[config.mk]
export PLATFORM = sky130hd
export DESIGN_NAME = pc_sequencer
export DESIGN_NICKNAME = d
export VERILOG_FILES = /design/src/rtl/mips_seq_pkg.sv /design/src/rtl/seq_counter.sv /design/src/rtl/pc_sequencer.sv
export SDC_FILE = /design/constraint.sdc
export NUM_CORES = 1
export LEC_CHECK = 0
export ABC_AREA = 1
export CAP_MARGIN = 20
export CORE_AREA = 2 2 124 126
export CTS_CLUSTER_SIZE = 12
export DETAILED_ROUTE_END_ITERATION = 12
export DIE_AREA = 0 0 126 128
export PLACE_DENSITY_LB_ADDON = 0.15
export SYNTH_ARGS = -nofsm -noshare
export SYNTH_HDL_FRONTEND = slang
export SYNTH_SLANG_ARGS = --single-unit
export TNS_END_PERCENT = 30
[constraint.sdc]
create_clock -name clk -period 4.8 [get_ports clk]
set_clock_uncertainty 0.2 [all_clocks]
set_input_delay 1.2 -clock clk [delete_from_list [all_inputs] [get_ports clk]]
set_output_delay 1.2 -clock clk [all_outputs]
set_load 0.03 [all_outputs]
[src/rtl/mips_seq_pkg.sv]
// mips_seq_pkg: sequencer state encoding and pc stepping constants shared by
// pc_sequencer and its benches.
package mips_seq_pkg;

  typedef enum logic [1:0] {
    SEQ_IDLE = 2'd0,
    SEQ_RUN  = 2'd1,
    SEQ_DONE = 2'd2
  } seq_state_e;

  localparam int SEQ_ADDR_W = 32;
  localparam int PC_INC     = 4;
  localparam logic [SEQ_ADDR_W-1:0] WORD_MASK = ~SEQ_ADDR_W'(3);

endpackage

[src/rtl/seq_counter.sv]
// seq_counter: up-counter with synchronous clear (priority over enable) that
// sticks at all-ones instead of wrapping.
module seq_counter #(
  parameter int W = 16
) (
  input  logic         clk,
  input  logic         rst_n,
  input  logic         clear,
  input  logic         enable,
  output logic [W-1:0] count
);

  always_ff @(posedge clk or negedge rst_n) begin
    if (!rst_n) begin
      count <= '0;
    end else if (clear) begin
      count <= '0;
    end else if (enable && (count != '1)) begin
      count <= count + W'(1);
    end
  end

endmodule

[src/rtl/pc_sequencer.sv]
// pc_sequencer: walks the MIPS core pc from start_pc to end_pc with redirects,
// a retired-instruction count and a cycle timeout. SINGLE_STEP_EN adds step gating.
module pc_sequencer
  import mips_seq_pkg::*;
#(
  parameter int ADDR_W     = 32,
  parameter int CNT_W      = 16,
  parameter int MAX_CYCLES = 1000
) (
  input  logic              clk,
  input  logic              rst_n,
  input  logic              start,
  input  logic              abort,
  input  logic [ADDR_W-1:0] start_pc,
  input  logic [ADDR_W-1:0] end_pc,
  input  logic              redirect_vld,
  input  logic [ADDR_W-1:0] redirect_pc,
`ifdef SINGLE_STEP_EN
  input  logic              step_mode,
  input  logic              step,
`endif
  output logic [ADDR_W-1:0] pc,
  output logic              pc_vld,
  output logic              busy,
  output logic              done,
  output logic              timeout,
  output logic [CNT_W-1:0]  instr_count
);

  localparam int TMR_W = $clog2(MAX_CYCLES + 1);
  localparam logic [TMR_W-1:0]  TMR_LAST   = TMR_W'(MAX_CYCLES - 1);
  // Rebuild the word mask at ADDR_W from the package's low-bit pattern.
  localparam logic [ADDR_W-1:0] ALIGN_MASK = ~ADDR_W'(~WORD_MASK);

  seq_state_e        state;
  logic [ADDR_W-1:0] end_q;
  logic [TMR_W-1:0]  cyc_count;
  logic              live;
  logic              accept_start;
  logic              cyc_last;

  assign busy = (state == SEQ_RUN);

`ifdef SINGLE_STEP_EN
  assign live = busy && (!step_mode || step);
`else
  assign live = busy;
`endif

  assign pc_vld       = live;
  assign accept_start = ((state == SEQ_IDLE) || (state == SEQ_DONE)) && start && !abort;
  assign cyc_last     = (cyc_count == TMR_LAST);

  seq_counter #(.W(TMR_W)) u_cycle_timer (
    .clk    (clk),
    .rst_n  (rst_n),
    .clear  (accept_start),
    .enable (live),
    .count  (cyc_count)
  );

  seq_counter #(.W(CNT_W)) u_instr_count (
    .clk    (clk),
    .rst_n  (rst_n),
    .clear  (accept_start),
    .enable (live),
    .count  (instr_count)
  );

  // End and timeout checks act on the pc being issued this cycle, so the
  // terminating pc is counted before the sequencer parks in DONE.
  always_ff @(posedge clk or negedge rst_n) begin
    if (!rst_n) begin
      state   <= SEQ_IDLE;
      pc      <= '0;
      end_q   <= '0;
      done    <= 1'b0;
      timeout <= 1'b0;
    end else begin
      case (state)
        SEQ_IDLE, SEQ_DONE: begin
          if (abort) begin
            state   <= SEQ_IDLE;
            done    <= 1'b0;
            timeout <= 1'b0;
          end else if (start) begin
            state   <= SEQ_RUN;
            pc      <= start_pc & ALIGN_MASK;
            end_q   <= end_pc & ALIGN_MASK;
            done    <= 1'b0;
            timeout <= 1'b0;
          end
        end
        SEQ_RUN: begin
          if (abort) begin
            state <= SEQ_IDLE;
            done  <= 1'b0;
          end else if (live) begin
            if (pc == end_q) begin
              state <= SEQ_DONE;
              done  <= 1'b1;
            end else if (cyc_last) begin
              state   <= SEQ_DONE;
              done    <= 1'b1;
              timeout <= 1'b1;
            end else if (redirect_vld) begin
              pc <= redirect_pc & ALIGN_MASK;
            end else begin
              pc <= pc + ADDR_W'(PC_INC);
            end
          end
        end
        default: begin
          state <= SEQ_IDLE;
          done  <= 1'b0;
        end
      endcase
    end
  end

endmodule

==> out/metrics.cfg <==
[critical_path]
crit_path_max_incr_delay_ns = 0.80
start_kind = flop
critPathMaxFanout = 12
crit_cells = 3
r2r_start = state[0]
worst-path-buf-inv = 2
rr_worst_depth = 9
critPathCapture = busy
arrival_ns = 2.22
worst_setup_path_end_kind = primary output
critPathKind = reg2out
cp.required_ns = 3.40
critPathSlowestCell = clkdlybuf4s50_1
crit_family = buffers and inverters
r2r_slack_ns = 1.74
r2r_end = pc[6]
cp-startpoint = state[0]
cp_cell_sequence = inv_1 > nor2_2 > clkdlybuf4s50_1

[detailed_routing]
drtPass1Iterations = 5
vias_per_cell = 4.92
drt_drc_violations_left = 0
wirelength_mm = 17.0
ant_nets = 0
wl_per_cell_um = 14.4
first_iter_violations = 422
vias = 5795

[synth]
syn_inst = 860
synth-async-reset-ratio = 1.00
synth.area.top_cells = dfrtp_1 39%, nand2_1 22%, nor2_1 6.4%
synth.largest_area_cell = dfrtp_1
synth.top_cell.area_share = 0.388
synth_seq_cells = 90
synth_cell_types = 43
syn_area_per_cell_um2 = 6.75
synth_most_common_cell = nand2_1
synth_edf_count = 0
yosys_warnings = 0
seq_area_frac_synth = 0.388
synth_ff_type = dfrtp_1
synth_area_um2 = 5800
synth_common_cells = 338 x nand2_1, 99 x nor2_1, 90 x dfrtp_1

[grt]
grt_pass1_wl_mm = 28.4
met1_usage = 0.304
grt_pass1_vias = 5573
grt_max_degree = 72
grtUsageTotal = 0.220
antenna_found_initial = 1
grt-ovfl-total = 0
grt-busiest-layer = met2
grtUsageMet2 = 0.348
met3_usage = 0.0442

[sta]
timing.fmax_mhz = 276
rsz0062_at_grt = false
slew_headroom = 0.468
min_period_ns = 3.62
setup_violations = 0
fin_tns_setup_ns = 0
slew_viol_final = 0
worst_pin_slew_ns = 0.797
hold_viol = 0
fin_crit_sh = 0.754

[clock_network]
postCtsSetupBuffers = 0
cts-buffers-inserted = 9
insertion_delay_ns = 0.35
cts_resized = 0
htreeDepth = 3
clk_pin_slew_ns = 0.07
clockRootBuffer = clkbuf_16
hold_buffers = 0
clk_path_buf_depth = 2
cts_tree = done
cts.sinks = 90

[placed_design]
place.gp.congestion = 0.880
hpwl_mm = 12.1
io_buffers = 144

[floorplanning]
start_util = 0.390
die_w_um = 126
core-area_um2 = 14900
design.die.area_um2 = 16100
io_pins = 153
die-height_um = 128
rows = 45

[power]
p_leak_uw = 0.00354
power_uw = 2990
power_density_nw_per_um2 = 391
ir_drop_mv = 0.201

[worst_hold_path]
hold_class = reg2reg
hold_path_startpoint = done

[run]
cap_violations = 0

[final_layout]
fillers = 1497
drive_above_1_share = 0.0464
insertedDiodeCount = 0
area_growth_syn_to_layout_pct = 31.5
final_nets = 1090

[run_status]
status = finished clean

layout make-up:
type | count | area [um^2] | area share
multi-input cells | 674 | 3120 | 0.408
clock buffers | 10 | 239 | 0.0313
repair buffers | 152 | 1500 | 0.196
flip-flops and latches | 90 | 2250 | 0.295
clock inverters | 6 | 70.1 | 0.00918
inverters | 59 | 221 | 0.0290
well taps | 188 | 235 | 0.0308
sequential cells by signal (all words and copies together), names as in the netlist:
signal / flops
end_q: 30
pc: 30
u_instr_count.count: 16
u_cycle_timer.count: 10
state: 2
done: 1
timeout: 1
worst register-to-register path, stage by stage, from the launching register on:
cell and delay [ns]:
dfrtp_1 0.40, inv_1 0.08, nor2_2 0.59, buf_4 0.31, inv_1 0.07, nor2_1 0.25
nand3_4 0.42, nand2_4 0.50, nand2_1 0.12, nand2_1 0.07
per-layer routing:
metal / share of wire / up-vias
met5: 0 / -
met4: 0.015 / 0
met3: 0.068 / 15
met2: 0.46 / 155
met1: 0.46 / 2652
li1: - / 2973
cell usage in the layout, fill, tap and decap left out, types with 2 or more instances in the layout:
| master | n |
|---|---|
| xnor2_1 | 22 |
| nor3b_1 | 5 |
| nor2_4 | 2 |
| nand4_1 | 3 |
| dfrtp_1 | 90 |
| o211ai_1 | 5 |
| inv_1 | 58 |
| nand2_1 | 337 |
| clkdlybuf4s50_1 | 143 |
| nand2_2 | 5 |
| nor3_1 | 14 |
| o21ai_0 | 47 |
| a31oi_1 | 2 |
| nor2_2 | 4 |
| o21ai_1 | 2 |
| buf_4 | 9 |
| nand3b_1 | 6 |
| a21oi_1 | 21 |
| conb_1 | 2 |
| nor3b_2 | 2 |
| inv_6 | 3 |
| xor2_1 | 11 |
| clkbuf_16 | 9 |
| ha_1 | 3 |
| nor2_1 | 98 |
| nand3_1 | 69 |
how the worst min path moves through the flow:
stage	to	cells past startpoint	slack, ns
floorplan	u_cycle_timer.count[0]	1	0.27
global placement	done	2	0.27
detailed placement	done	2	0.26
CTS	done	2	0.29
global route	end_q[27]	2	0.33
finish	done	2	0.30
kinds of logic (layout without fill, tap and decap cells):
logic type	count (synthesis)	count (layout)	share of synthesized area
AND/OR/NAND/NOR	554	554	0.401
buffers and inverters	97	227	0.0767
flip-flops	90	90	0.388
AO/OA/AOI/OAI	82	82	0.0770
XOR/XNOR	33	33	0.0498
adder cells (fa/ha/maj)	3	3	0.00647
other	1	2	0.000646
through the flow:
step                      area [um^2]  setup WS (ns)  utilization  cells  hold WS (ns)
final                            7630           1.18        0.513   1179         0.297
after global routing             7630           1.03        0.513   1179         0.330
after CTS                        7630           1.14        0.513   1179         0.288
after detailed placement         7320           1.35        0.493   1163         0.260
after global placement           7320           1.33        0.493   1163         0.266
after floorplan                  5810           2.22            -    861         0.268
power breakdown:
group / internal, uW / switching [uW]
combinational: 473 / 613
clock: 424 / 324
sequential: 912 / 239
total: 1810 / 1180
Note: power is estimated with default switching activity, not from simulation.
